--- config.mk ---
export PLATFORM = sky130hd
export DESIGN_NAME = uart_tx_sb_ctrl_flat
export DESIGN_NICKNAME = d
export VERILOG_FILES = /design/src/rtl/uart_tx_sb_ctrl_if.sv /design/src/rtl/uart_tx_sb_ctrl.sv /design/src/flat_wrapper.sv
export SDC_FILE = /design/constraint.sdc
export NUM_CORES = 1
export LEC_CHECK = 0
export CAP_MARGIN = 10
export CORE_MARGIN = 2
export CORE_UTILIZATION = 45
export DETAILED_ROUTE_END_ITERATION = 7
export GPL_ROUTABILITY_DRIVEN = 0
export PLACE_DENSITY = 0.67
export SLEW_MARGIN = 20
export SYNTH_ARGS = -nofsm -noshare
export SYNTH_HDL_FRONTEND = slang
export SYNTH_SLANG_ARGS = --single-unit
--- constraint.sdc ---
create_clock -name clk_i -period 5.2 [get_ports clk_i]
set_clock_uncertainty 0.15 [all_clocks]
set_input_delay 0.78 -clock clk_i [delete_from_list [all_inputs] [get_ports clk_i]]
set_output_delay 0.78 -clock clk_i [all_outputs]
set_load 0.02 [all_outputs]
--- src/rtl/uart_tx_sb_ctrl_if.sv ---
// System-bus slave port of the UART transmitter: request, address, store data and load data.
// Latency: read_data_o is registered and valid the cycle after a sampled load.
// Backpressure: none; every request completes in one cycle, and a store to a full FIFO is dropped.
interface uart_tx_sb_ctrl_if;
  logic [31:0] addr_i;
  logic        req_i;
  logic [31:0] write_data_i;
  logic        write_enable_i;
  logic [31:0] read_data_o;

  modport master (
    output addr_i,
    output req_i,
    output write_data_i,
    output write_enable_i,
    input  read_data_o
  );

  modport slave (
    input  addr_i,
    input  req_i,
    input  write_data_i,
    input  write_enable_i,
    output read_data_o
  );
endinterface

--- src/rtl/uart_tx_sb_ctrl.sv ---
// UART transmitter on the system bus: byte FIFO feeding an 8-bit serialiser with optional even parity and 1 or 2 stop bits.
// Latency: a DATA store into an idle, empty unit drives the start bit from the next edge; loads return one cycle later.
// Backpressure: none on the bus; a DATA store while the FIFO is full is dropped and sets the sticky overflow flag.
module uart_tx_sb_ctrl #(
  parameter int          FIFO_DEPTH  = 8,
  parameter logic [15:0] DEFAULT_DIV = 16'd174
) (
  input  logic               clk_i,
  input  logic               resetn_i,
  uart_tx_sb_ctrl_if.slave   bus,
  output logic               tx_o
);

  localparam int          AW      = (FIFO_DEPTH > 1) ? $clog2(FIFO_DEPTH) : 1;
  localparam logic [AW:0] DEPTH_C = (AW + 1)'(FIFO_DEPTH);

  localparam logic [23:0] OFF_DATA   = 24'h00;
  localparam logic [23:0] OFF_STATUS = 24'h08;
  localparam logic [23:0] OFF_DIV    = 24'h0C;
  localparam logic [23:0] OFF_PARITY = 24'h10;
  localparam logic [23:0] OFF_STOP2  = 24'h14;
  localparam logic [23:0] OFF_SRST   = 24'h24;

  typedef enum logic [2:0] {
    S_IDLE,
    S_START,
    S_DATA,
    S_PARITY,
    S_STOP
  } state_t;

  // Configuration registers
  logic [15:0]   r_div;
  logic          r_par_en;
  logic          r_stop2;

  // FIFO storage and bookkeeping
  logic [7:0]    r_mem [FIFO_DEPTH];
  logic [AW-1:0] r_wptr;
  logic [AW-1:0] r_rptr;
  logic [AW:0]   r_count;
  logic          r_ovf;

  // Serialiser state; div/parity/stop settings are frozen per frame
  state_t        r_state;
  logic [7:0]    r_shift;
  logic          r_parity;
  logic [2:0]    r_bit_idx;
  logic [15:0]   r_baud;
  logic [15:0]   r_div_l;
  logic          r_par_l;
  logic          r_stop2_l;
  logic          r_stop_2nd;
  logic          r_tx;
  logic [31:0]   r_rdata;

  logic [23:0]   w_off;
  logic          w_wr;
  logic          w_rd;
  logic          w_data_wr;
  logic          w_srst;
  logic          w_full;
  logic          w_empty;
  logic          w_push;
  logic          w_ovf_set;
  logic          w_baud_done;
  logic          w_stop_last;
  logic          w_pop;
  logic          w_busy;
  logic [7:0]    w_head;
  logic [15:0]   w_div_wr_val;
  logic          w_unused_bits;

  assign w_off         = bus.addr_i[23:0];
  assign w_wr          = bus.req_i & bus.write_enable_i;
  assign w_rd          = bus.req_i & ~bus.write_enable_i;
  assign w_data_wr     = w_wr && (w_off == OFF_DATA);
  assign w_srst        = w_wr && (w_off == OFF_SRST) && bus.write_data_i[0];
  assign w_full        = (r_count == DEPTH_C);
  assign w_empty       = (r_count == '0);
  // Full is judged on the registered count, so a pop in the same cycle does not make room
  assign w_push        = w_data_wr & ~w_full;
  assign w_ovf_set     = w_data_wr & w_full;
  assign w_baud_done   = (r_baud == 16'd0);
  assign w_stop_last   = ~r_stop2_l | r_stop_2nd;
  // Pop in IDLE, or at the very end of the last stop bit so frames run back to back
  assign w_pop         = ~w_empty &&
                         ((r_state == S_IDLE) ||
                          ((r_state == S_STOP) && w_baud_done && w_stop_last));
  assign w_busy        = (r_state != S_IDLE) | ~w_empty;
  assign w_head        = r_mem[r_rptr];
  // A divisor below 2 would make a bit shorter than the counter can express cleanly
  assign w_div_wr_val  = (bus.write_data_i[15:0] < 16'd2) ? 16'd2 : bus.write_data_i[15:0];
  assign w_unused_bits = ^{bus.addr_i[31:24], bus.write_data_i[31:16]};

  assign tx_o            = r_tx;
  assign bus.read_data_o = r_rdata;

  // FIFO data array: written on accepted pushes, no reset needed
  always_ff @(posedge clk_i) begin
    if (w_push) begin
      r_mem[r_wptr] <= bus.write_data_i[7:0];
    end
  end

  // FIFO pointers, occupancy and sticky overflow
  always_ff @(posedge clk_i or negedge resetn_i) begin
    if (!resetn_i) begin
      r_wptr  <= '0;
      r_rptr  <= '0;
      r_count <= '0;
      r_ovf   <= 1'b0;
    end else if (w_srst) begin
      r_wptr  <= '0;
      r_rptr  <= '0;
      r_count <= '0;
      r_ovf   <= 1'b0;
    end else begin
      if (w_push) begin
        r_wptr <= r_wptr + 1'b1;
      end
      if (w_pop) begin
        r_rptr <= r_rptr + 1'b1;
      end
      case ({w_push, w_pop})
        2'b10:   r_count <= r_count + 1'b1;
        2'b01:   r_count <= r_count - 1'b1;
        default: r_count <= r_count;
      endcase
      if (w_ovf_set) begin
        r_ovf <= 1'b1;
      end
    end
  end

  // Configuration register writes
  always_ff @(posedge clk_i or negedge resetn_i) begin
    if (!resetn_i) begin
      r_div    <= DEFAULT_DIV;
      r_par_en <= 1'b0;
      r_stop2  <= 1'b0;
    end else if (w_srst) begin
      r_div    <= DEFAULT_DIV;
      r_par_en <= 1'b0;
      r_stop2  <= 1'b0;
    end else if (w_wr) begin
      case (w_off)
        OFF_DIV:    r_div    <= w_div_wr_val;
        OFF_PARITY: r_par_en <= bus.write_data_i[0];
        OFF_STOP2:  r_stop2  <= bus.write_data_i[0];
        default:    ;
      endcase
    end
  end

  // Registered load data; holds its value when no load is sampled
  always_ff @(posedge clk_i or negedge resetn_i) begin
    if (!resetn_i) begin
      r_rdata <= 32'd0;
    end else if (w_srst) begin
      r_rdata <= 32'd0;
    end else if (w_rd) begin
      case (w_off)
        OFF_STATUS: r_rdata <= {28'd0, r_ovf, w_empty, w_full, w_busy};
        OFF_DIV:    r_rdata <= {16'd0, r_div};
        OFF_PARITY: r_rdata <= {31'd0, r_par_en};
        OFF_STOP2:  r_rdata <= {31'd0, r_stop2};
        default:    r_rdata <= 32'd0;
      endcase
    end
  end

  // Transmit FSM: each bit lasts r_div_l cycles, counting the baud counter down to zero
  always_ff @(posedge clk_i or negedge resetn_i) begin
    if (!resetn_i) begin
      r_state    <= S_IDLE;
      r_tx       <= 1'b1;
      r_shift    <= 8'd0;
      r_parity   <= 1'b0;
      r_bit_idx  <= 3'd0;
      r_baud     <= 16'd0;
      r_div_l    <= DEFAULT_DIV;
      r_par_l    <= 1'b0;
      r_stop2_l  <= 1'b0;
      r_stop_2nd <= 1'b0;
    end else if (w_srst) begin
      r_state    <= S_IDLE;
      r_tx       <= 1'b1;
      r_shift    <= 8'd0;
      r_parity   <= 1'b0;
      r_bit_idx  <= 3'd0;
      r_baud     <= 16'd0;
      r_div_l    <= DEFAULT_DIV;
      r_par_l    <= 1'b0;
      r_stop2_l  <= 1'b0;
      r_stop_2nd <= 1'b0;
    end else if (w_pop) begin
      r_shift    <= w_head;
      r_parity   <= ^w_head;
      r_div_l    <= r_div;
      r_par_l    <= r_par_en;
      r_stop2_l  <= r_stop2;
      r_baud     <= r_div - 16'd1;
      r_bit_idx  <= 3'd0;
      r_stop_2nd <= 1'b0;
      r_tx       <= 1'b0;
      r_state    <= S_START;
    end else begin
      case (r_state)
        S_IDLE: begin
          r_tx <= 1'b1;
        end
        S_START: begin
          if (w_baud_done) begin
            r_baud    <= r_div_l - 16'd1;
            r_bit_idx <= 3'd0;
            r_tx      <= r_shift[0];
            r_state   <= S_DATA;
          end else begin
            r_baud <= r_baud - 16'd1;
          end
        end
        S_DATA: begin
          if (w_baud_done) begin
            r_baud <= r_div_l - 16'd1;
            if (r_bit_idx == 3'd7) begin
              if (r_par_l) begin
                r_tx    <= r_parity;
                r_state <= S_PARITY;
              end else begin
                r_tx       <= 1'b1;
                r_stop_2nd <= 1'b0;
                r_state    <= S_STOP;
              end
            end else begin
              r_bit_idx <= r_bit_idx + 3'd1;
              r_tx      <= r_shift[1];
              r_shift   <= {1'b0, r_shift[7:1]};
            end
          end else begin
            r_baud <= r_baud - 16'd1;
          end
        end
        S_PARITY: begin
          if (w_baud_done) begin
            r_baud     <= r_div_l - 16'd1;
            r_tx       <= 1'b1;
            r_stop_2nd <= 1'b0;
            r_state    <= S_STOP;
          end else begin
            r_baud <= r_baud - 16'd1;
          end
        end
        S_STOP: begin
          if (w_baud_done) begin
            if (!w_stop_last) begin
              r_stop_2nd <= 1'b1;
              r_baud     <= r_div_l - 16'd1;
            end else begin
              r_state <= S_IDLE;
            end
          end else begin
            r_baud <= r_baud - 16'd1;
          end
        end
        default: begin
          r_tx    <= 1'b1;
          r_state <= S_IDLE;
        end
      endcase
    end
  end

endmodule

--- src/flat_wrapper.sv ---
// flat-port wrapper written by rule: the top's interface ports become plain ports
module uart_tx_sb_ctrl_flat 
#(
  parameter int          FIFO_DEPTH  = 8,
  parameter logic [15:0] DEFAULT_DIV = 16'd174
)
  (clk_i, resetn_i, tx_o, bus_addr_i, bus_req_i, bus_write_data_i, bus_write_enable_i, bus_read_data_o);
  uart_tx_sb_ctrl_if bus_i ();
  input  logic clk_i;
  input  logic resetn_i;
  output logic tx_o;
  input wire logic [$bits(bus_i.addr_i)-1:0] bus_addr_i;
  input wire logic [$bits(bus_i.req_i)-1:0] bus_req_i;
  input wire logic [$bits(bus_i.write_data_i)-1:0] bus_write_data_i;
  input wire logic [$bits(bus_i.write_enable_i)-1:0] bus_write_enable_i;
  output wire logic [$bits(bus_i.read_data_o)-1:0] bus_read_data_o;
  assign bus_i.addr_i = bus_addr_i;
  assign bus_i.req_i = bus_req_i;
  assign bus_i.write_data_i = bus_write_data_i;
  assign bus_i.write_enable_i = bus_write_enable_i;
  assign bus_read_data_o = bus_i.read_data_o;
  uart_tx_sb_ctrl #(.FIFO_DEPTH(FIFO_DEPTH), .DEFAULT_DIV(DEFAULT_DIV)) u_core (.clk_i(clk_i), .resetn_i(resetn_i), .bus(bus_i), .tx_o(tx_o));
endmodule
### Word-level counts from Yosys, hierarchy flattened

Memories as Yosys holds them, arrays and structs flattened.
Index checks and enable logic that the tools add are counted.

| storage, ports and cells | value |
|---|---|
| register bits after elaboration | 112 |
| bits in writable memories | 64 |
| input port bits | 68 |
| output and inout bits | 33 |
| word-level logic and storage cells | 176 |
| memories | 1 |

| cells by class | value |
|---|---|
| add/subtract/negate cells | 8 |
| order comparisons | 1 |
| eq/ne operators | 26 |
| mux-type cells | 75 |
| bitwise logic cells | 10 |
| reductions and logical operators | 37 |

Memory list:

| memory | words | width | rd ports | clocked after memory_dff | wr ports | RTL line | text |
|---|---|---|---|---|---|---|---|
| u_core.r_mem | 8 | 8 | 1 | 0 | 1 | uart_tx_sb_ctrl.sv:38 | `logic [7:0] r_mem [FIFO_DEPTH];` |

Operators with widths:

| cell | number |
|---|---|
| 16-bit 2-to-1 mux | 11 |
| 32-bit 2-to-1 mux | 2 |
| 16-bit case mux with 4 select lines | 1 |
| 3-bit 2-to-1 mux | 18 |
| 24-bit by 4-bit equality test with 1-bit output (second input constant) | 2 |
| 24-bit by 5-bit equality test with 1-bit output (second input constant) | 2 |
| 16-bit by 1-bit subtractor with 16-bit output (second input constant) | 3 |
| 8-bit 2-to-1 mux | 5 |
| 16-bit case mux with 2 select lines | 1 |
| 1-bit 2-to-1 mux | 31 |
| 24-bit by 6-bit equality test with 1-bit output (second input constant) | 1 |
| 24-bit zero test | 1 |
| 4-bit by 1-bit != test with 1-bit output (second input constant) | 6 |
| 16-bit zero test | 1 |
| 16-bit by 2-bit < comparator with 1-bit output (second input constant) | 1 |
| 2-bit nonzero test | 8 |
| 3-bit case mux with 5 select lines | 1 |
| 7-bit AND reduction | 2 |
| 3-bit nonzero test | 4 |
| 3-bit by 1-bit adder with 3-bit output (second input constant) | 3 |
| 3-bit by 1-bit != test with 1-bit output (second input constant) | 3 |
| 4-bit case mux with 2 select lines | 1 |
| 2-bit AND reduction | 4 |
| 4-bit AND reduction | 2 |
| 28 further kinds | 43 |

### Longest topological paths before layout

| logic depth | value |
|---|---|
| word-level depth | 8 |
| mapped depth | 16 |
| gate-level depth less buffers | 13 |

### Worst setup path before layout

Ideal clock, no wire load.

| path | value |
|---|---|
| kind | reg2reg |
| from | register u_core.r_baud[1] |
| to | register u_core.r_baud[14] |
| setup time | 137 ps |
| arrival | 3256 ps |
| required time | 4913 ps |
| path slack | 1657 ps |
| stages on the path, launching flop included | 16 |
| path buffers | 4 |
| clock period less this slack | 3543 ps |
| cell sequence | dfrtp_1 -> nor4_4 -> and4_1 -> buf_4 -> a31oi_4 -> inv_4 -> buf_2 -> buf_2 -> buf_2 -> o21a_1 -> ha_1 -> nor4b_1 -> a31oi_1 -> nor4_1 -> xor2_1 -> a21oi_1 |

| between the ends | value |
|---|---|
| longest elaborated chain between the ends | 7 |
| elaborated cells on any way between the ends | 14 |
| those cells by class | 1 x add/sub; 1 x eq/ne; 5 x mux; 7 x reduce/logical |

RTL lines:

| element | RTL line | text |
|---|---|---|
| start, declared | uart_tx_sb_ctrl.sv:49 | `logic [15:0] r_baud;` |
| start signal, assigned | uart_tx_sb_ctrl.sv:203 | `r_baud <= r_div - 16'd1;` |
| start signal, assigned | uart_tx_sb_ctrl.sv:215 | `r_baud <= r_div_l - 16'd1;` |
| start signal, assigned | uart_tx_sb_ctrl.sv:220 | `r_baud <= r_baud - 16'd1;` |
| branches (longest 7 deep; another with 16-bit by 1-bit subtractor with 16-bit output) | - |  |

Several ways; the timed one is not identified.
A chain may end at the register's enable or synchronous reset.

### Final worst setup path

| path | value |
|---|---|
| from | register u_core.r_state[2] |
| to | register u_core.r_baud[14] |

| between the ends | value |
|---|---|
| longest elaborated chain between the ends | 7 |
| elaborated cells on any way between the ends | 16 |
| those cells by class | 5 x eq/ne; 3 x mux; 8 x reduce/logical |

RTL lines:

| element | RTL line | text |
|---|---|---|
| start, declared | uart_tx_sb_ctrl.sv:45 | `state_t r_state;` |
| start signal, assigned | uart_tx_sb_ctrl.sv:176 | `r_state <= S_IDLE;` |
| start signal, assigned | uart_tx_sb_ctrl.sv:187 | `r_state <= S_IDLE;` |
| start signal, assigned | uart_tx_sb_ctrl.sv:207 | `r_state <= S_START;` |
| 3-bit equality test | uart_tx_sb_ctrl.sv:89, uart_tx_sb_ctrl.sv:209 |  |
| 1-bit logical AND (2 in a row) | uart_tx_sb_ctrl.sv:89 | `((r_state == S_STOP) && w_baud_done && w_stop_last));` |
| 1-bit logical OR | uart_tx_sb_ctrl.sv:88 | `((r_state == S_IDLE) \|\|` |
| 1-bit logical AND | uart_tx_sb_ctrl.sv:87 | `assign w_pop = ~w_empty &&` |
| 5-bit by 4-bit != test with 1-bit output (no line), or another cell as far along | - |  |
| 2-bit AND reduction (no line) / 16-bit 2-to-1 mux (equally long branches) | - |  |

Several ways; a longest one is shown, not always the timed one.

==> impl_metrics.tcl <==
set metrics [dict create \
    utilization_pct 53.5 \
    cp.arrival_ns 4.17 \
    ys_warn_count 0 \
    clk_latency_ns 0.43 \
    cts_resized 0 \
    grt_pass1_wl_mm 29.7 \
    grt_max_degree 65 \
    synth_edf_count 64 \
    synthTopCellsByArea "dfrtp_1 27%, edfxtp_1 24%, nand2_1 5.1%" \
    crit_fanout 45 \
    num-fill-cells 1494 \
    fp.dieW_um 136 \
    final.period_utilization_pct 77.4 \
    placed_cells 995 \
    tns_ns 0 \
    globalRoute.totalOverflow 0 \
    setup_slack_ns 1.17 \
    synth-async-reset-ratio_pct 60.0 \
    drv_cap 0 \
    pwr-share-seq_pct 50.7 \
    synth_ff_type "dfrtp_1" \
    grtUsageTotal_pct 20.7 \
    antenna_found_initial 0 \
    place_ws_ns 1.05 \
    p_leak_uw 0.00365 \
    vdd_drop_max_mv 0.214 \
    finalNonFillerCells 1027 \
    switching_share_pct 23.6 \
    fin_nets 866 \
    yosysSeqAreaShare_pct 55.1 \
    ys_types 64 \
    cts-root-buf "clkbuf_16" \
    cts_sinks 160 \
    hold_viol 0 \
    netlist_instances 738 \
    cp-startpoint "u_core.r_state[2]" \
    critPathTopFamily "simple AND/OR/NAND/NOR gates" \
    drt-initial-drc-count 526 \
    status "completed" \
    die_h_um 136 \
    slowest_stage "dfrtp_1" \
    synth.cell_area_um2 7880 \
    crit_path_max_incr_delay_ns 0.56 \
    grt_pass1_vias 5706 \
    path_clk_slew_ns 0.07 \
    core_um2 17200 \
    drive_gt1_share_pct 10.2 \
    hold_class "input port to asynchronous set/reset pin" \
    avgRoutedWirePerCell_um 18.0 \
    setup_viol 0 \
    cts-buffers-inserted 17 \
    path_common_cell "nor3b_2" \
    area_growth_syn_to_layout_pct 16.7 \
    switchingPower_uw 611 \
    dr.pass1.iters 6 \
    fmax_mhz 248 \
    cp-end-kind "flop" \
    syn_area_per_cell_um2 10.7 \
    h-tree-depth 4 \
    synth-seq-cells 160 \
    numPortBuffers 60 \
    r2r_start "u_core.r_state[2]" \
    dp_hpwl_mm 12.5 \
    wl_mm 18.5 \
    worst_pin_slew_ns 1.07 \
    antenna_cells 0 \
    synth_top_area_share_pct 27.0 \
    pwr-share-comb_pct 3.2 \
    drv_slew 0 \
    cts_setup_buffers 0 \
    routed_via_density 5.75 \
    fin_crit_ns 4.03 \
    powerDensity_nw_per_um2 282 \
    path_cells "nor3b_2 > nor3b_2 > a31oi_4 > inv_4 > o21a_1 > ha_1 > nor4b_1 > a31oi_1 > nor4_1 > xor2_1 > a21oi_1" \
    p_int_uw 1980 \
    start_util_pct 45.8 \
    critPathLaunchType "flop" \
    relSlewSlack_pct 27.9 \
    hold_buffers 0 \
    ant_nets 0 \
    cts_tree "yes" \
    dr_total_vias 5903 \
    rows 48 \
    path_buf_inv 1 \
    io_pins 101 \
    yosys.area.top_type "dfrtp_1" \
    critPathRequiredTime_ns 5.35 \
    drcViolationCount 0 \
    dieArea_um2 18600 \
    critPathKind "flop to flop" \
    clk_path_buf_depth 2 \
    p_clk_share_pct 46.1 \
    rsz0062_at_grt "false" \
]
power groups by stage:
stage          Combinational, uW  Clock, uW  Sequential [uW]
2_1_floorplan               29.4          0             1340
3_3_place_gp                81.9          0             1340
3_5_place_dp                83.5          0             1340
4_1_cts                     83.8       1210             1310
5_1_grt                     91.8       1270             1310
6_report                    82.8       1200             1310
per-layer routing:
| metal | vias to the layer above | part of all wire (%) | global-route usage, % |
|---|---|---|---|
| li1 | 2750 | - | - |
| met1 | 2895 | 44 | 28.7 |
| met2 | 229 | 47 | 32.0 |
| met3 | 29 | 6.5 | 4.51 |
| met4 | 0 | 2.3 | 7.81 |
| met5 | - | 0 | 0 |
placed cells by master, fill, tap and decap left out, types with 13 or more instances in the layout:
master	count
nand2_1	106
dfrtp_1	85
nor2_1	80
edfxtp_1	64
a21oi_1	61
clkdlybuf4s50_1	59
o21ai_0	57
mux2i_1	26
clkbuf_16	17
xnor2_1	16
conb_1	16
nor4_1	13
synth_stat cells (all sizes together) (3+ instances only):
library cell	instances
ha	8
or3	6
edfxtp	64
xnor2	16
nand4	3
nor3	12
o211ai	3
or4	3
a211o	3
dfrtp	85
nor2	80
nand2	106
mux4	8
o311ai	3
a211oi	4
o21a	3
mux2i	26
and2	3
o31ai	4
dfstp	11
and3	4
o21ai	60
nand3	10
xor2	9
a31oi	6
a22o	12
nor3b	4
a22oi	11
a21oi	61
nor2b	4
nand2b	8
inv	5
clkbuf	21
nor4	19
buf	32
cell families after synthesis:
logic type | share of synthesized area [%]
compound gates | 14.4
xor+xnor | 2.78
fa+ha+maj | 1.53
buf+inv | 3.88
flops | 55.1
mux | 5.74
other cells | 0.0476
simple gates | 16.5
worst paths after layout:
check                                endpoint  slack (ns)  cells past startpoint
max                         u_core.r_baud[14]        1.17                     11
min                        u_core.r_div_l[13]        0.29                      1
max reg2reg                 u_core.r_baud[14]        1.17                     11
min reg2reg                 u_core.r_div_l[1]        0.35                      2
max in group asynchronous     u_core.r_div[5]        3.65                      2
min in group clk_i          u_core.r_div_l[1]        0.35                      2
cell type report:
| type | count | area (um^2) | area share (%) |
|---|---|---|---|
| clock inverter | 15 | 149 | 1.62 |
| sequential | 160 | 4340 | 47.2 |
| tap | 225 | 282 | 3.06 |
| inverter | 5 | 21.3 | 0.232 |
| multi-input combinational | 535 | 3300 | 35.9 |
| timing repair buffer | 70 | 673 | 7.33 |
| clock buffer | 17 | 425 | 4.63 |
metrics by stage:
stage / instance area (um^2) / total power (uW) / hold WS (ns)
finish: 9190 / 2590 / 0.289
CTS: 9180 / 2610 / 0.326
floorplan: 7930 / 1370 / 0.312
global route: 9190 / 2670 / 0.355
global placement: 8610 / 1420 / 0.332
detailed placement: 8610 / 1420 / 0.338
flip-flops by register name, indices dropped and copies added, names as in the netlist:
signal / count
u_core.r_count: 4
u_core.r_mem: 64
u_core.r_parity: 1
u_core.r_shift: 8
u_core.r_div_l: 16
u_core.r_bit_idx: 3
u_core.r_ovf: 1
u_core.r_baud: 16
u_core.r_state: 3
u_core.r_stop2: 1
u_core.bus.read_data_o: 16
u_core.r_par_l: 1
u_core.tx_o: 1
u_core.r_par_en: 1
u_core.r_stop2_l: 1
u_core.r_div: 16
u_core.r_rptr: 3
u_core.r_wptr: 3
u_core.r_stop_2nd: 1
Power figures use the tool's default switching activity.
==> variant 1 (same settings) <==
`FIFO_DEPTH` is set to 8 in 2 places; all go to 16.
--- a/src/rtl/uart_tx_sb_ctrl.sv
+++ b/src/rtl/uart_tx_sb_ctrl.sv
@@ -4,3 +4,3 @@
 module uart_tx_sb_ctrl #(
-  parameter int          FIFO_DEPTH  = 8,
+  parameter int          FIFO_DEPTH  = 16,
   parameter logic [15:0] DEFAULT_DIV = 16'd174
--- a/src/flat_wrapper.sv
+++ b/src/flat_wrapper.sv
@@ -3,3 +3,3 @@
 #(
-  parameter int          FIFO_DEPTH  = 8,
+  parameter int          FIFO_DEPTH  = 16,
   parameter logic [15:0] DEFAULT_DIV = 16'd174
Function: no difference found for any inputs over 4 cycles, from zero or initial values and one cycle with resetn_i low; that may be too few to reach the edited logic, so the function may still have changed.
==> variant 1 against the unedited design <==
Routed wire length is 37% higher; utilization is 0.92 points lower; power is 43% higher; sequential cell count is 67 higher; count of clock-buffer cells in the layout is 20 higher; synthesized area is 35% higher; design area is 34% higher; worst setup slack better by 0.031 ns; largest cell class unchanged; largest power group unchanged.
==> variant 1: results (changes against the unedited design) <==
----------------------------------------------------
[Global route]
  Largest net degree at the start of global routing ... 66 (+1.5%)
  Initial antenna violation count ... 1 (+1)
  Grt met1 use ... 30.79% (+2.1 points)
  GR Layer Usage met2 ... 32.01% (about the same)
  Wire length of the first global-routing pass ... 39.70 mm (+34%)

[Route]
  Total routed wire length on the met1 layer ... 11.36 mm (+39%)
  Number of violations reported at the end of detailed-routing iteration 0 ... 642 (+22%)
  Vias post-DR ... 7,268 (+23%)
  Via density per instance ... 5.691 (-0.98%)
  TritonRoute pass-1 iters ... 5 (-1)
  Total met3 wirelength after detailed routing ... 1.775 mm (+47%)
  Detailed Route WL ... 25.24 mm (+37%)
  Routed wire length on met2 ... 11.60 mm (+34%)

[Critical path]
  Launch point of the worst path ... bus_addr_i[9]
  Crit Path Max Fanout ... 7 (-84%)
  Critical Path Max Stage Delay ... 0.41 ns (-0.15 ns)
  R2R cell count ... 14 (+3)
  Worst flop-to-flop path startpoint ... u_core.r_baud[8]$_DFFE_PN0P_
  Capturing element of the worst setup path ... u_core.r_count[4]$_DFFE_PN0P_
  Reg2Reg Capture Point ... u_core.r_baud[12]$_DFFE_PN0P_
  Data arrival time at the worst-slack endpoint ... 4.29 ns (+0.12 ns)

[CTS]
  Total CTS buffers ... 24 (+7)
  Buffers from clock root to sink, at most ... 3 (+1)
  Clock network latency to the later pin of the worst-skew pair ... 0.53 ns (+0.10 ns)
  H-tree level count ... 1 (-3)

[Status]
  Outcome ... finished, final reports clean

[Final layout]
  Total of fill cells in the finished design ... 2,009 (+34%)
  Final layout net count ... 1,019 (+18%)
  Share of cells above drive strength 1 ... 11.09% (+0.86 points)
  Flip-flop count of the largest register after layout ... 128 (+100%)

[Pwr]
  Cell leakage power ... 4.691 nW (+28%)
  Part of the total power dissipated in the clock network ... 45.2% (-0.9 points)
  Largest vdd supply drop ... 0.2853 mV (+34%)
  Sw Ratio ... 20.72% (-2.8 points)

[Yosys]
  Unique masters post-synth ... 69 (+7.8%)
  Mapped Cells ... 887 (+20%)
  Complex-gate fraction of the synthesized area ... 12.50% (-1.9 points)
  Seq/Total Area, Yosys ... 59.52% (+4.4 points)
  Multiplexer fraction of the synthesized cell area ... 6.771% (+1.0 points)
  Number of enable-type register cells in the synthesized netlist ... 128 (+100%)
  Top cells by count, synth ... edfxtp_1, nand2_1, dfrtp_1, nor2_1
  Post-Synth Adder-Cell Area ... 1.599% (+0.073 points)
  Share of synthesized flip-flops with an asynchronous set or reset ... 43.61% (-16 points)
  Top area cells in the synthesized netlist ... edfxtp_1, dfrtp_1, mux4_2, nand2_1, a21oi_1

[Timing]
  Slew at the pin closest to its max-slew limit ... 1.058 ns (-0.01274 ns)
  Worst slack on hold paths ... 0.2128 ns (-0.07630 ns)

[Placement]
  Placed Instances ... 1,231 (+24%)

----------------------------------------------------
-- variant 1: cell count changes after synthesis, moves of 9 or more --
| cell | unedited run | this run |
|---|---|---|
| edfxtp_1 | 64 | 128 |
| nor2_1 | 80 | 64 |
| a221oi_1 | 0 | 13 |
| and2_1 | 3 | 16 |
| mux4_2 | 8 | 20 |
| inv_1 | 4 | 13 |
| nand3_1 | 10 | 19 |
-- variant 1: through the flow --
stage               worst slack, ns  utilization (%)  power (mW)  instance area, um2
floorplan                     1.398                -       1.997               10700
global placement             0.7982            49.21       2.064               11480
detailed placement           0.6271            49.21       2.068               11480
CTS                           1.163            52.52       3.729               12250
global route                 0.9375            52.55       3.817               12260
finish                        1.205            52.57       3.703               12270
-- variant 1: area by class of cell --
class	instances	area share (%)
flip-flops and latches	227	51.65
clock inverters	7	0.6018
clock buffers	37	5.702
well taps	319	3.254
repair buffers	74	5.732
multi-input cells	596	32.56
inverters	15	0.4590
diodes	2	0.04080
==> variant 2 (same settings) <==
Made on the original files. One comparison of `r_count` changes from == to >=.
--- a/src/rtl/uart_tx_sb_ctrl.sv
+++ b/src/rtl/uart_tx_sb_ctrl.sv
@@ -78,3 +78,3 @@
   assign w_srst        = w_wr && (w_off == OFF_SRST) && bus.write_data_i[0];
-  assign w_full        = (r_count == DEPTH_C);
+  assign w_full        = (r_count >= DEPTH_C);
   assign w_empty       = (r_count == '0);
Check against the original RTL: no difference found for any inputs over 4 cycles, from zero or initial values and one cycle with resetn_i low; that may be too few to reach the edited logic, so the function may still have changed.
==> variant 2 against the unedited design <==
Die area is 1.7% higher; synthesized area is 1.8% higher; power is 0.94% lower; fmax is 9.5% lower; sequential cell count stayed put; combinational power is 1% higher; routed wire length is 0.49% higher; design area is 2.2% higher; worst setup slack worse by 0.42 ns; critical path depth is 5 higher; critical path type unchanged; highest routed layer unchanged.
==> variant 2: results (changes against the unedited design) <==
----------------------------------------------------
[Placement]
  Post-DP HPWL ... 13.22 mm (+6.0%)
  Worst setup slack before clock tree synthesis ... 0.8228 ns (-0.2307 ns)
  Placed Instances ... 1,006 (+1.1%)
  Placement-stage cell area ... 0.008830 mm2 (+2.6%)

[Route]
  Routed wire length on met2 ... 8.723 mm (+0.65%)
  Total routed wire length on the met1 layer ... 8.435 mm (+3.2%)
  Total met3 wirelength after detailed routing ... 1.098 mm (-9.0%)
  Detailed Route WL ... 18.57 mm (+0.49%)
  Number of violations reported at the end of detailed-routing iteration 0 ... 585 (+11%)
  Vias post-DR ... 5,999 (+1.6%)
  Via density per instance ... 5.779 (+0.55%)
  TritonRoute pass-1 iters ... 5 (-1)

[Critical path]
  Worst flop-to-flop path startpoint ... u_core.r_baud[1]$_DFFE_PN0P_
  Library cell contributing the largest single delay on the critical path ... or4b_2
  Critical Path Max Stage Delay ... 0.66 ns (+0.10 ns)
  Data arrival time at the worst-slack endpoint ... 4.62 ns (+0.45 ns)
  Crit Path Max Fanout ... 49 (+8.9%)

[Global route]
  Total routing resource utilization after global routing ... 21.13% (+0.41 points)
  Wire length of the first global-routing pass ... 30.31 mm (+1.9%)
  GR met3 Demand/Resource ... 3.790% (-0.72 points)
  Grt met1 use ... 30.05% (+1.3 points)
  Vias in the first global route ... 5,778 (+1.3%)
  Initial antenna violation count ... 0 (unchanged)
  GR Layer Usage met2 ... 32.61% (+0.59 points)
  Largest net degree at the start of global routing ... 60 (-7.7%)

[Final layout]
  Final layout net count ... 877 (+1.3%)
  Total of fill cells in the finished design ... 1,453 (-2.7%)
  Share of cells above drive strength 1 ... 11.44% (+1.2 points)

[Yosys]
  Mean instance size in the synthesized netlist ... 10.82 um2 (+1.4%)
  Top area cells in the synthesized netlist ... dfrtp_1, edfxtp_1, nand2_1, dfstp_2, mux4_2
  Unique masters post-synth ... 55 (-14%)
  Seq/Total Area, Yosys ... 54.12% (-0.96 points)
  Top cells by count, synth ... nand2_1, dfrtp_1, edfxtp_1, nor2_1, a21oi_1

[Pwr]
  Cell leakage power ... 3.735 nW (+2.3%)
  Largest vdd supply drop ... 0.2355 mV (+10%)

[CTS]
  H-tree level count ... 4 (unchanged)

[Timing]
  Slew at the pin closest to its max-slew limit ... 0.9533 ns (-0.1176 ns)

[Status]
  Outcome ... finished, final reports clean

[Hold path]
  Worst min path class ... in2async

----------------------------------------------------
variant 2: layout make-up:
cell class	count	area (um2)	share of cell area, %
Sequential cell	160	4338	46.22
Clock buffer	17	425.4	4.533
Tap cell	225	281.5	3.000
Inverter	11	41.29	0.4399
Clock inverter	15	127.6	1.360
Multi-Input combinational cell	531	3431	36.56
Timing Repair Buffer	79	740.7	7.892
variant 2: cells by family (layout without fill, tap and decap cells):
logic type | count (synthesis) | count (layout) | synth area share, %
buffers and inverters | 65 | 122 | 3.950
adder cells (fa/ha/maj) | 9 | 9 | 1.499
AO/OA/AOI/OAI | 164 | 164 | 13.39
multiplexers | 42 | 42 | 7.306
flip-flops | 160 | 160 | 54.12
XOR/XNOR | 39 | 39 | 4.433
other | 1 | 16 | 0.04679
AND/OR/NAND/NOR | 261 | 261 | 15.25
variant 2: worst paths after layout:
check                      slack (ns)                                     end  depth (start not counted)
setup / recovery                 0.75           u_core.r_baud[12]$_DFFE_PN0P_                         16
hold / removal                   0.24  u_core.bus.read_data_o[12]$_DFFE_PN0P_                          1
setup reg to reg                 0.75           u_core.r_baud[12]$_DFFE_PN0P_                         16
hold reg to reg                  0.35                u_core.r_ovf$_DFFE_PN0P_                          2
max in group asynchronous        3.64           u_core.r_div_l[5]$_DFFE_PN1N_                          2
min in group clk_i               0.35                u_core.r_ovf$_DFFE_PN0P_                          2
variant 2: power by group:
part	total (mW)	switching, mW	internal, mW
registers	1.32	0.000452	1.31
logic	0.0839	0.0494	0.0346
clock network	1.17	0.545	0.626
total	2.57	0.594	1.97
variant 2: worst max-delay path, delay by kind of cell (launching register included):
family / cells / cell delay [ns]
flops: 1 / 0.41
compound gates: 6 / 0.99
fa+ha+maj: 1 / 0.25
simple gates: 5 / 1.66
buf+inv: 3 / 0.77
xor+xnor: 1 / 0.08
